**src/rtl/password_store_responder.sv**
```systemverilog
`default_nettype none
// ============================================================================
// Module   : password_store_responder
// Purpose  : Password slot memory with default fill after reset, 2-cycle reads,
//            and checked password-change writes. Build option PW_PARITY_EN
//            adds an even-parity bit per slot and drives par_err.
// Revision : 1.0  initial release
// ============================================================================
module password_store_responder #(
  parameter int              DEPTH      = 16,
  parameter int              AW         = 4,
  parameter int              DW         = 16,
  parameter logic [DW-1:0]   DEFAULT_PW = 16'h1234
) (
  input  logic          clk,
  input  logic          rst,
  input  logic [15:0]   addr,
  input  logic          wren,
  input  logic [DW-1:0] wdata,
  output logic [DW-1:0] rdata,
  output logic          ready,
  output logic          addr_err,
  output logic          wr_ack,
  output logic          wr_rej,
  output logic          par_err
);

`ifdef PW_PARITY_EN
  localparam int c_mem_w = DW + 1;
`else
  localparam int c_mem_w = DW;
`endif
  localparam logic [AW-1:0] c_last_idx = AW'(DEPTH - 1);

  typedef enum logic [0:0] {
    S_INIT = 1'b0,
    S_IDLE = 1'b1
  } state_t;

  state_t               r_state;
  logic [AW-1:0]        r_fill_idx;
  logic [AW-1:0]        r_addr_q;
  logic                 r_oor_q;
  logic [c_mem_w-1:0]   r_mem [DEPTH];

  logic                 w_oor;
  logic                 w_wr_ok;
  logic [c_mem_w-1:0]   w_fill_word;
  logic [c_mem_w-1:0]   w_wr_word;
  logic [c_mem_w-1:0]   w_rd_word;

  // Upper address bits only take part in the range check.
  assign w_oor     = |addr[15:AW];
  assign w_wr_ok   = (r_state == S_IDLE) && wren && !w_oor && (wdata != '0);
  assign w_rd_word = r_mem[r_addr_q];

`ifdef PW_PARITY_EN
  assign w_fill_word = {^DEFAULT_PW, DEFAULT_PW};
  assign w_wr_word   = {^wdata, wdata};
`else
  assign w_fill_word = DEFAULT_PW;
  assign w_wr_word   = wdata;
`endif

  // Storage is deliberately not reset; the init fill overwrites every slot.
  always_ff @(posedge clk) begin
    if (rst) begin
      if (r_state == S_INIT) begin
        r_mem[r_fill_idx] <= w_fill_word;
      end else if (w_wr_ok) begin
        r_mem[addr[AW-1:0]] <= w_wr_word;
      end
    end
  end

  always_ff @(posedge clk) begin
    if (!rst) begin
      r_state    <= S_INIT;
      r_fill_idx <= '0;
      r_addr_q   <= '0;
      r_oor_q    <= 1'b0;
      rdata      <= '0;
      ready      <= 1'b0;
      addr_err   <= 1'b0;
      wr_ack     <= 1'b0;
      wr_rej     <= 1'b0;
    end else begin
      case (r_state)
        S_INIT: begin
          r_fill_idx <= r_fill_idx + 1'b1;
          rdata      <= '0;
          addr_err   <= 1'b0;
          wr_ack     <= 1'b0;
          wr_rej     <= wren;
          if (r_fill_idx == c_last_idx) begin
            r_state <= S_IDLE;
            ready   <= 1'b1;
          end
        end
        S_IDLE: begin
          r_addr_q <= addr[AW-1:0];
          r_oor_q  <= w_oor;
          // Array read samples the pre-edge contents: same-edge write returns old data.
          rdata    <= r_oor_q ? '0 : w_rd_word[DW-1:0];
          addr_err <= r_oor_q | (wren & w_oor);
          wr_ack   <= w_wr_ok;
          wr_rej   <= wren & !w_wr_ok;
        end
        default: begin
          r_state <= S_INIT;
        end
      endcase
    end
  end

`ifdef PW_PARITY_EN
  logic r_par_err;

  always_ff @(posedge clk) begin
    if (!rst) begin
      r_par_err <= 1'b0;
    end else if (r_state == S_IDLE) begin
      r_par_err <= !r_oor_q && (^w_rd_word);
    end else begin
      r_par_err <= 1'b0;
    end
  end

  assign par_err = r_par_err;
`else
  assign par_err = 1'b0;
`endif

endmodule
`default_nettype wire

```
**config.mk**
```make
export PLATFORM = sky130hd
export DESIGN_NAME = password_store_responder
export DESIGN_NICKNAME = d
export VERILOG_FILES = /design/src/rtl/password_store_responder.sv
export SDC_FILE = /design/constraint.sdc
export NUM_CORES = 1
export LEC_CHECK = 0
export ABC_AREA = 1
export CORE_ASPECT_RATIO = 0.75
export CORE_MARGIN = 1
export CORE_UTILIZATION = 35
export CTS_BUF_LIST = sky130_fd_sc_hd__clkbuf_4 sky130_fd_sc_hd__clkbuf_8 sky130_fd_sc_hd__clkbuf_16
export DETAILED_ROUTE_END_ITERATION = 6
export PLACE_DENSITY = 0.6
export SLEW_MARGIN = 20
export SYNTH_ARGS = -nofsm -noshare
export SYNTH_HDL_FRONTEND = slang
export SYNTH_SLANG_ARGS = --single-unit
```
**constraint.sdc**
```tcl
create_clock -name clk -period 3.14 [get_ports clk]
set_clock_uncertainty 0.1 [all_clocks]
set_input_delay 0.628 -clock clk [delete_from_list [all_inputs] [get_ports clk]]
set_output_delay 0.628 -clock clk [all_outputs]
set_load 0.1 [all_outputs]
```
* Word-level counts from Yosys, hierarchy flattened *
Memory sizes are Yosys's and may differ from the RTL's. A register that Yosys moved wholly into a read port is not among the register bits.
Index checks and enable logic that the tools add are counted.

storage, ports and cells
  logic and storage cells = 44
  output and inout bits = 21
  bits in registers = 30
  memories = 1
  RAM bits = 256

memory list
  name   depth  width  rd ports  clocked after Yosys merged registers in  wr ports  RTL line  RTL
  r_mem  16     16     1         1                                        1         44        logic [c_mem_w-1:0] r_mem [DEPTH];

cells by class
  $add $sub $neg = 1
  mux-type cells = 19
  equal/unequal tests = 1
  bitwise operators = 4
  reduce and logical (&&, ||, !) cells = 9

operators with widths
  operator             number
  $mux 16              2
  $pmux 16 s2          1
  $reduce_bool 16->1   1
  $reduce_or 16->1     1
  $mux 4               3
  $reduce_or 12->1     1
  $mux 1               10
  $pmux 1 s2           3
  $add 4x1->4 const B  1
  $eq 4x4->1 const B   1
  $logic_and 1x1->1    3
  $and 1x1->1          2
  $logic_not 1->1      2
  $reduce_and 2->1     1
  $not 1->1            1
  $or 1x1->1           1

* Depth between registers and ports, before layout *
Gate-level depths: netlist (run 1).

  word-level depth = 10
  depth in mapped cells = 11
  depth with buffers taken out = 11

* Worst setup path before layout (run 1) *
OpenSTA, ideal clock, no wires.

  path kind = in2reg
  start = input port addr[11]
  end = memory r_mem[6][0] (netlist name), enable pin
  setup time = 0.388 ns
  path slack = 0.423 ns
  data arrival time = 2.229 ns
  cell stages on the path = 11
  required time = 2.652 ns
  path through = nor2_1 > nand2_1 > nor2_2 > nand2_4 > nor2_8 > nand3_4 > nand2_2 > nand2_4 > clkinv_4 > nand2_2 > nor2_1

on the way
  word-level cells in the longest chain between the ends = 10
  elaborated cells between the ends (all ways) = 11

ends and longest elaborated chain
  item                                               RTL line  RTL
  start, declared                                    17        input logic [15:0] addr,
  $reduce_or 12->1 *                                 53        assign w_oor = |addr[15:AW];
  $logic_not 1->1 *                                  54        assign w_wr_ok = (r_state == S_IDLE) && wren && !w_oor && (wdata != '0);
  $logic_and 1x1->1 * (2 in series)                  54
  $mux 1 *                                           70        end else if (w_wr_ok) begin
  $mux 1 *                                           68        if (r_state == S_INIT) begin
  $mux 1 *                                           67        if (rst) begin
  $mux 1 (not written as such) *                     71        r_mem[addr[AW-1:0]] <= w_wr_word;
  $reduce_or 16->1 (no line)                         -
  $mux 4 (no line) / $mux 1 (equally long branches)  -
  end, declared                                      44

Mark *: on every way between the ends. The rest lies on a longest branch, timed or not.

* Worst setup path after layout (run 1) *
  start = input port wdata[11]
  end = memory r_mem[7][3] (netlist name) (data pin)

on the way
  word-level cells in the longest chain between the ends = 8

ends and longest elaborated chain
  item                          RTL line  RTL
  start, declared               19        input logic [DW-1:0] wdata,
  $reduce_bool 16->1            54
  $logic_and 1x1->1             54
  $mux 1                        70
  $mux 1                        68
  $mux 1                        67
  $mux 1 (not written as such)  71
  $reduce_or 16->1 (no line)    -
  $mux 16 (no line)             -

No other way between the ends.

==> results.md, run 1 <==
* Status: finished, final reports clean
* Sw Pwr at 1537 µW
* Hold path cells at 2
* Post-Syn Instances at 889
* Min-Delay Path Class: flip-flop to flip-flop
* Delay-heaviest family, CP: simple AND/OR/NAND/NOR gates
* Die Width at 210.7 µm
* XOR/XNOR Fraction of Synth Area at 0%
* Initial antenna violation count at 0
* 1st-iter DRT viols at approximately 840
* Critical Path, Cell by Cell: clkdlybuf4s50_1 > nor2_1 > nand2_1 > inv_1 > nand2_1 > nor2_1 > nor3_2 > nand2_1 > buf_12 > buf_4 > nor2_1
* Core area at 0.03167 mm²
* Clk root buf: clkbuf_16
* Hold Buf Count CTS at 0
* Tmin final at 2.747 ns
* Seq cells post-synth at 290
* Adder-cell share of the synthesized area at less than 1%
* Mux contribution to synthesized area at 0%
* Static leakage at between 0.005 and 0.006 µW
* Vias per inst at 5.158
* Post-cts resize count at 0
* VDD IR-drop max at just under 0.5 mV
* Sequential power share at 54.0%
* RSZ-0062 raised after global routing: false
* Top-level port count at 56
* Hold_ws at 0.3868 ns
* Largest net degree at the start of global routing at 89
* Max-slew headroom at 33.47%
* Ant. Diodes at 0
* Fin nets at ~1000
* DRC Markers at 0
* Most frequent cells in the layout: 256 x edfxtp_1, 161 x nor2_1, 133 x o21ai_0
* Row Count at 56
* Crit Reg-Reg Startpoint: r_state
* CP Max Fanout at 16
* Worst setup path class: input pin to flip-flop
* Post-synthesis instance area at about 0.011 mm²
* Number of port buffers at 54
* Layout cell share with drive strength beyond 1 at 16.55%
* Final period utilization at 87.48%
* Synth cell types at 31
* Largest family of logic cells by synthesized area: compound AO/OA/AOI/OAI gates
* Post-Route WL at 29180 µm
* R2r worst-path depth at 6
* Worst hold start: r_addr_q[2]
* Initial Util at between 30% and 40%
* Pre-antenna DRT Iters at 6
* Fmax at 364.0 MHz
* # Post-CTS Setup Buffers at 0
* Post-DRT Antenna Nets at 0
* CP Capture Type: flip-flop
* Compound-Gate Fraction of Synth Area at 12.36%
* Tot GR Track Use at 17.80%
* Buf/Inv on CP at 4
* WP data arrival at 2.86 ns
* CTS tree: done
* Final Power at 7748 µW
* Clock power share at 43.4%
* FF-to-FF End: r_mem[7][3]
* Internal at slightly above 6000 µW
* Syn-to-layout area delta at 20.81%
* Setup crit start kind: input pin
* Seq/Total Area, Yosys at 73.22%
* Routability congestion estimate from global placement at 0.7934
* Slowest cell delay on critical path at 0.69 ns
* Final setup viols at 0
* Final Core Density at 43.60%
* Comb pwr share at 2.6%
* H-tree Lvls at 1
* Synth Area in Simple Gates at 10.54%
* Final Hold Fails at 0
* Clk slew on worst S/H paths at 0.06 ns
* CP max stage cell: nor2_1
* Synth Net Count at 925
* Max-cap violation count at 0
* Max Root-Sink Buffers at 3
* WP data required at 3.25 ns
* Global-route wire length before repair at between 40000 and 50000 µm
* Vias in the first global route at 7234
* Clk_lat worst skew at 0.55 ns
* Fin. max-slew vios at 0
* Total number of vias at 7355
* DP Wirelength at 17210 µm
* Ys Warns at 0
* Worst Max-Slew Pin Slew at 0.9969 ns
* Register-to-Register Setup Slack at 0.92 ns
* CTS buffer count at 27
* Die Y at 158.5 µm
* Congestion Overflow GR at 0
* DIE AREA at 0.03339 mm²
* PwrDens at 561.1 mW/mm²
* CTS sink count at 290
* Mean post-synth cell area at 12.86 µm²
* Sw frac at 19.84%
* Most common cell after layout, fill and taps aside: edfxtp_1
* Wire per inst at 20.46 µm
metrics by stage:
stage | setup slack [ns] | cells | instance area (µm²) | TNS, ns
floorplan | 0.4230 | 889 | 11430 | 0
global placement | -0.09337 | 1378 | 12900 | -6.111
global route | 0.2019 | 1426 | 13810 | 0
CTS | 0.3996 | 1426 | 13810 | 0
detailed placement | -0.1665 | 1378 | 12900 | -12.95
finish | 0.3930 | 1426 | 13810 | 0
kinds of logic after synthesis:
group	count (synthesis)
fa+ha+maj	1
compound gates	234
simple gates	268
other cells	1
buf+inv	95
flops	290
power groups by stage:
stage | combinational (µW) | clock (µW) | sequential (µW)
after CTS | 203 | 3410 | 4190
after global placement | 200 | 0 | 4270
final | 200 | 3360 | 4190
after floorplan | 84.9 | 0 | 4270
after global routing | 218 | 3570 | 4190
after detailed placement | 203 | 0 | 4270
Yosys cell counts (all sizes together):
library cell / number / area share, %
o211ai: 15 / 0.99
conb: 1 / 0.033
o221ai: 49 / 3.8
o21ai: 136 / 6.0
inv: 37 / 1.2
nor3: 3 / 0.18
dfxtp: 34 / 6.0
ha: 1 / 0.11
nand3: 33 / 1.8
or2: 4 / 0.22
nor2: 179 / 6.1
a21oi: 18 / 0.79
nand2: 42 / 1.9
nand4: 7 / 0.38
edfxtp: 256 / 67
buf: 20 / 1.1
clkbuf: 36 / 1.2
clkinv: 2 / 0.15
o22ai: 16 / 0.88
registers in the layout, summed over array words and instances, names as in the netlist, named ones only:
register,cells
r_mem,256
r_fill_idx,4
addr_err,1
ready,1
r_oor_q,1
r_addr_q,4
rdata,16
wr_rej,1
wr_ack,1
r_state,1
tightest hold or removal path, cell delays in order (launching register included):
cell and delay [ns]:
dfxtp_1 0.30, nand3_1 0.07, nand2_1 0.07
final cells by class:
cell class / count / area [µm²]
flip-flops and latches: 290 / 8374
clock inverters: 13 / 145.1
clock buffers: 35 / 760.7
inverters: 39 / 157.7
fillers: 2939 / 17860
well taps: 435 / 544.3
repair buffers: 110 / 1161
multi-input cells: 504 / 2664
routing by layer:
metal | routed length, µm | global-route usage, % | up-vias | part of all wire (%)
met1 | 13930 | 26.50 | 3600 | 48
li1 | - | - | 3441 | -
met4 | 726 | 5.245 | 0 | 2.5
met5 | 0 | 0 | - | 0
met3 | 1834 | 2.919 | 54 | 6.3
met2 | 12680 | 26.64 | 260 | 43
how the worst max path moves through the flow:
| stage | from | endpoint | slack, ns | depth (start not counted) |
|---|---|---|---|---|
| finish | wdata[11] | r_mem[7][3] | 0.39 | 11 |
| global route | wdata[11] | r_mem[13][3] | 0.20 | 11 |
| CTS | wdata[11] | r_mem[7][3] | 0.40 | 11 |
| detailed placement | wdata[11] | r_mem[7][3] | -0.17 | 11 |
| global placement | wdata[11] | r_mem[8][0] | -0.09 | 12 |
| floorplan | addr[11] | r_mem[6][0] | 0.42 | 11 |
Note: power is estimated with default switching activity, not from simulation.
==> run 2, diff against run 1 <==
--- a/config.mk
+++ b/config.mk
@@ -6,12 +6,13 @@
 export NUM_CORES = 1
 export LEC_CHECK = 0
 export ABC_AREA = 1
+export ABC_CLOCK_PERIOD_IN_PS = 3140
 export CORE_ASPECT_RATIO = 0.75
 export CORE_MARGIN = 1
 export CORE_UTILIZATION = 35
-export CTS_BUF_LIST = sky130_fd_sc_hd__clkbuf_4 sky130_fd_sc_hd__clkbuf_8 sky130_fd_sc_hd__clkbuf_16
 export DETAILED_ROUTE_END_ITERATION = 6
 export PLACE_DENSITY = 0.6
+export REMOVE_ABC_BUFFERS = 1
 export SLEW_MARGIN = 20
 export SYNTH_ARGS = -nofsm -noshare
 export SYNTH_HDL_FRONTEND = slang
==> run 2 against run 1 <==
  * Setup slack improved by 0.12 ns
  * Core utilization rose by 0.26 points
  * Sequential share of layout area fell by 0.36 points
  * Cell area rose by 0.60%
  * Non-clock buffer count rose by 1
  * Sequential power barely moved
  * Global-route usage fell by 0.47 points
  * First-iteration DRC count fell by 30%
  * Largest cell class unchanged
  * Largest power group unchanged
  * Highest routed layer unchanged
==> results.md, run 2 (same netlist as run 1, synthesis figures left out) <==
* Max-cap violation count at 0 (unchanged)
* Number of port buffers at 54 (unchanged)
* Post-route setup slack at 0.5151 ns (+0.1220 ns)
* R2r worst-path depth at 4 (-2)
* Final period utilization at 83.60% (-3.9 points)
* Most frequent cells in the layout: 256 x edfxtp_1, 161 x nor2_1, 133 x o21ai_0
* RSZ-0062 raised after global routing: false
* DP Wirelength at 16930 µm (-1.7%)
* CP Max Fanout at 8 (-8)
* Core area at 0.03167 mm² (unchanged)
* Fillers at 2930 (-0.31%)
* WP data required at 3.28 ns (+0.03 ns)
* Congestion Overflow GR at 0 (unchanged)
* Max-slew headroom at 28.45% (-5.0 points)
* DRC Markers at 0 (unchanged)
* Syn-to-layout area delta at 21.54%
* CTS buffer count at 27 (unchanged)
* DIE AREA at 0.03339 mm² (unchanged)
* Initial antenna violation count at 0 (unchanged)
* # Post-CTS Setup Buffers at 0 (unchanged)
* Min-Delay Path Class: flip-flop to flip-flop
* Fmax at 381.0 MHz (+4.6%)
* Vias per inst at 5.176 (+0.36%)
* Initial Util at 36.09% (unchanged)
* Global-route wire length before repair at 43290 µm (-2.7%)
* WP data arrival at 2.76 ns (-0.10 ns)
* Tmin final at 2.625 ns (-0.1220 ns)
* Static leakage at 0.005138 µW (+1.3%)
* Ant. Diodes at 0 (unchanged)
* Largest net degree at the start of global routing at 129 (+45%)
* Tot GR Track Use at 17.33% (-0.47 points)
* Routability congestion estimate from global placement at 0.7865 (-0.87%)
* Place WS at -0.07715 ns (+0.08936 ns)
* Fin nets at 1009 (+0.099%)
* Wire per inst at 20.00 µm (-2.3%)
* Post-DRT Antenna Nets at 0 (unchanged)
* Worst setup path class: input pin to flip-flop
* Layout cell share with drive strength beyond 1 at 16.90% (+0.35 points)
* H-tree Lvls at 1 (unchanged)
* CP Capture Type: flip-flop
* CTS sink count at 290 (unchanged)
* Hold Buf Count CTS at 0 (unchanged)
* Hold path cells at 2 (unchanged)
* PwrDens at 583.1 mW/mm² (+3.9%)
* Die Width at 210.7 µm (unchanged)
* Fin. max-slew vios at 0 (unchanged)
* Largest registers: r_mem (256), rdata (16)
* 1st-iter DRT viols at 584 (-30%)
* Max Root-Sink Buffers at 3 (unchanged)
* Most common cell after layout, fill and taps aside: edfxtp_1
* Worst Max-Slew Pin Slew at 1.072 ns (+0.07521 ns)
* Final Hold Fails at 0 (unchanged)
* Top-level port count at 56 (unchanged)
* Post-Route WL at 28580 µm (-2.1%)
* Vias in the first global route at 7091 (-2.0%)
* Total number of vias at 7397 (+0.57%)
* Setup crit start kind: input pin
* Clk root buf: clkbuf_16
* CTS tree: done
* Final setup viols at 0 (unchanged)
* Post-cts resize count at 0 (unchanged)
* Clk slew on worst S/H paths at 0.06 ns (about the same)
* Max reg flops at 256 (unchanged)
* Clk_lat worst skew at 0.55 ns (about the same)
* Status: finished, final reports clean
* Row Count at 56 (unchanged)
* Die Y at 158.5 µm (unchanged)
* Final instance area at 0.01389 mm² (+0.60%)
* Pre-antenna DRT Iters at 5 (-1)
* VDD IR-drop max at 0.3499 mV (-29%)
* Cell Area, Placed at 0.01287 mm² (-0.23%)
* Largest Register: r_mem
-- run 2: path summary, 6_finish.rpt --
path	start	endpoint	slack, ns
min reg2reg	ready	ready	0.38
max reg2reg	r_state	r_mem[13][15]	0.99
max	wdata[15]	r_mem[13][8]	0.52
min	ready	ready	0.38
-- run 2: worst max-delay path, cell delays in order --
cell and delay (ns):
clkdlybuf4s50_1 0.42, nor2_1 0.30, nand2_1 0.12, buf_4 0.14
nor2_1 0.11, nand2_2 0.14, nand3_4 0.16, nand2_1 0.06
nand2_1 0.14, nand3_2 0.17, nor2_2 0.14, buf_4 0.22
-- run 2: area by class of cell --
cell class | instances | area, µm² | area share (%)
inverter | 39 | 157.7 | 1.135
timing repair buffer | 111 | 1131 | 8.143
sequential | 290 | 8374 | 60.29
tap | 435 | 544.3 | 3.919
clock inverter | 15 | 267.8 | 1.928
clock buffer | 35 | 750.7 | 5.405
multi-input combinational | 504 | 2664 | 19.18
-- run 2: routing by layer --
layer / global-route usage, % / routed length, µm
met1: 25.68 / 13410
met2: 26.48 / 12670
met3: 2.959 / 1976
met4: 4.072 / 520
met5: 0 / 0
-- run 2: per-stage QoR --
step                      setup TNS, ns  hold WS [ns]  util, %  power, µW  cells
after floorplan                  -17.43        0.3437        -       4354    833
after global placement           -15.66        0.3597    40.64       4463   1379
after detailed placement         -6.770        0.3675    40.64       4465   1379
after CTS                             0        0.3826    43.86       8155   1429
after global routing                  0        0.3942    43.86       8308   1429
final                                 0        0.3753    43.86       8099   1429
-- run 2: where the power goes --
group          total [µW]  switching [µW]  internal (µW)
Sequential           4190            10.3           4180
Clock                3720            1440           2270
Combinational         194             112           82.1
==> run 3, diff against run 2 <==
--- a/config.mk
+++ b/config.mk
@@ -6,7 +6,7 @@
 export NUM_CORES = 1
 export LEC_CHECK = 0
 export ABC_AREA = 1
-export ABC_CLOCK_PERIOD_IN_PS = 3140
+export ABC_CLOCK_PERIOD_IN_PS = 2700
 export CORE_ASPECT_RATIO = 0.75
 export CORE_MARGIN = 1
 export CORE_UTILIZATION = 35
==> constraint.sdc (replaced) <==
create_clock -name clk -period 2.7 [get_ports clk]
set_clock_uncertainty 0.1 [all_clocks]
set_input_delay 0.54 -clock clk [delete_from_list [all_inputs] [get_ports clk]]
set_output_delay 0.54 -clock clk [all_outputs]
set_load 0.1 [all_outputs]
==> run 3 against run 2 <==
  * Hold slack better by 0.0012 ns
  * Register-to-register slack worse by 0.56 ns
  * Core utilization about the same
  * Non-clock buffer count up 11
  * Via count up 1.7%
  * Clock power about the same
  * Sequential power up 16%
  * Cell count up 0.63%
  * Total power up 9.2%
  * Die area unchanged
  * Combinational power up 18%
==> results.md, run 3 (same netlist as run 1, synthesis figures left out) <==
* Critical path endpoint: r_mem[5][12]
* Slowest cell delay on critical path at 0.57 ns (+0.15 ns)
* Layout cell share with drive strength beyond 1 at 17.55% (+0.65 points)
* Post-DRT Antenna Nets at 0 (unchanged)
* Largest registers: r_mem (256), rdata (16)
* Syn-to-layout area delta at 21.62% (about the same)
* Final period utilization at 94.08%
* Tmin final at around 2.5 ns
* CTS buffer count at 26 (-3.7%)
* Critical Path, Cell by Cell: clkdlybuf4s50_1 > nor2_1 > nand2_1 > inv_1 > nand2_1 > nor2_1 > nor3_2 > nand2_1 > buf_4 > or2_1 > buf_4
* Fillers at 2934 (+0.14%)
* Routability congestion estimate from global placement at 0.8224 (+4.6%)
* VDD IR-drop max at 0.5326 mV (+52%)
* Critical Path Source: wdata[12]
* R2r worst-path depth at 5 (+1)
* Cell Area, Placed at 0.01303 mm² (+1.2%)
* Core area at 0.03167 mm² (unchanged)
* Die Width at 210.7 µm (unchanged)
* Clk_lat worst skew at 0.55 ns (about the same)
* Total number of vias at 7521 (+1.7%)
* Clk slew on worst S/H paths at 0.06 ns (about the same)
* DRC Markers at 0 (unchanged)
* Clk root buf: clkbuf_16
* WP data arrival at 2.74 ns (-0.02 ns)
* Setup crit start kind: input pin
* DIE AREA at 0.03339 mm² (unchanged)
* Max reg flops at 256 (unchanged)
* Initial Util at 36.09% (unchanged)
* CP Max Fanout at 9 (+1)
* Hold_ws at 0.3765 ns (+0.001172 ns)
* Wire per inst at 20.32 µm (+1.6%)
* Hold Buf Count CTS at 0 (unchanged)
* Die Y at 158.5 µm (unchanged)
* Number of port buffers at 54 (unchanged)
* Final Power at 8841 µW (+9.2%)
* H-tree Lvls at 1 (unchanged)
* Worst Max-Slew Pin Slew at 0.8948 ns (-0.1773 ns)
* Vias per inst at 5.230 (+1.0%)
* FF-to-FF End: rdata[9]
* WP data required at 2.90 ns (-0.38 ns)
* Min-Delay Path Class: flip-flop to flip-flop
* Pre-antenna DRT Iters at 5 (unchanged)
* Status: finished, final reports clean
* Crit path top cell by count: nand2_1
* Register-to-Register Setup Slack at 0.43 ns (-0.56 ns)
* 1st-iter DRT viols at 697 (+19%)
* Final setup viols at 0 (unchanged)
* Max-slew headroom at 40.28% (+12 points)
* Worst setup path class: input pin to flip-flop
* PwrDens at 636.1 mW/mm² (+9.1%)
* CTS sink count at 290 (unchanged)
* Vias in the first global route at 7287 (+2.8%)
* Final instance area at 0.01390 mm² (about the same)
* Most frequent cells in the layout: 256 x edfxtp_1, 156 x nor2_1, 133 x o21ai_0
* CP Capture Type: flip-flop
* Static leakage at 0.005124 µW (-0.27%)
* Row Count at 56 (unchanged)
* Largest net degree at the start of global routing at 129 (unchanged)
* Tot GR Track Use at 17.76% (+0.42 points)
* RSZ-0062 raised after global routing: false
* Congestion Overflow GR at 0 (unchanged)
* Most common cell after layout, fill and taps aside: edfxtp_1
* Largest Register: r_mem
* Fin nets at 1019 (+0.99%)
* Post-Route WL at 29220 µm (+2.3%)
* CTS tree: done
* Max-cap violation count at 0 (unchanged)
* CP max stage cell: clkdlybuf4s50_1
* Ant. Diodes at 0 (unchanged)
* Final Core Density at 43.89% (about the same)
* DP Wirelength at 17620 µm (+4.1%)
* Max Root-Sink Buffers at 3 (unchanged)
* Global-route wire length before repair at 44470 µm (+2.7%)
* Final Hold Fails at 0 (unchanged)
* Fmax at 393.7 MHz
* Top-level port count at 56 (unchanged)
* Initial antenna violation count at 0 (unchanged)
* Fin. max-slew vios at 0 (unchanged)
[run 3: cell count changes in the layout (fill, tap and decap cells not counted), sizes merged]
cell,change
bufinv,-5
clkinvlp,-1
inv,-3
buf,+11
clkinv,+4
clkbuf,+3
[run 3: report_power, final]
part / switching [µW] / internal [µW] / total (µW)
logic: 130 / 98.9 / 229
registers: 11.8 / 4860 / 4870
clock network: 1610 / 2140 / 3740
total: 1750 / 7090 / 8840
[run 3: per-stage QoR]
stage | TNS, ns | cells | setup WS, ns
global placement | -146.89 | 1390 | -0.4814
CTS | 0 | 1438 | 0.04032
floorplan | -24.47 | 833 | -1.544
finish | 0 | 1438 | 0.1599
global route | 0 | 1438 | 0.06069
detailed placement | -159.20 | 1390 | -0.6399
[run 3: worst min path at each step]
| stage | end | startpoint | slack [ns] | cells past startpoint |
|---|---|---|---|---|
| global placement | flip-flop | r_addr_q[2] | 0.36 | 2 |
| CTS | ready | ready | 0.39 | 2 |
| finish | ready | ready | 0.38 | 2 |
| floorplan | flip-flop | r_addr_q[2] | 0.34 | 2 |
| global route | ready | ready | 0.43 | 2 |
| detailed placement | ready | ready | 0.37 | 2 |
[run 3: area by class of cell]
type | instances | area [µm²] | area share [%]
sequential | 290 | 8374 | 60.25
inverter | 39 | 157.7 | 1.134
clock inverter | 10 | 101.3 | 0.7291
tap | 435 | 544.3 | 3.916
timing repair buffer | 122 | 1289 | 9.272
multi-input combinational | 504 | 2676 | 19.25
clock buffer | 38 | 757.0 | 5.446
[run 3: critical path, delay by kind of cell]
| family | cells | cell delay (ns) |
|---|---|---|
| buffers and inverters | 4 | 1.11 |
| AND/OR/NAND/NOR | 7 | 1.08 |
[run 3: repair_timing]
| item | in CTS | in global routing |
|---|---|---|
| gates resized for setup | 1 | 4 |
| endpoints found under the setup margin | 16 | 50 |
| buffers inserted | 0 | 0 |
[run 3: routing by layer]
layer	global-route usage (%)	wire, µm	vias up
met1	25.51	13540	3752
met5	0	0	-
met4	3.623	452	0
met2	28.16	13250	257
li1	-	-	3471
met3	3.235	1981	41
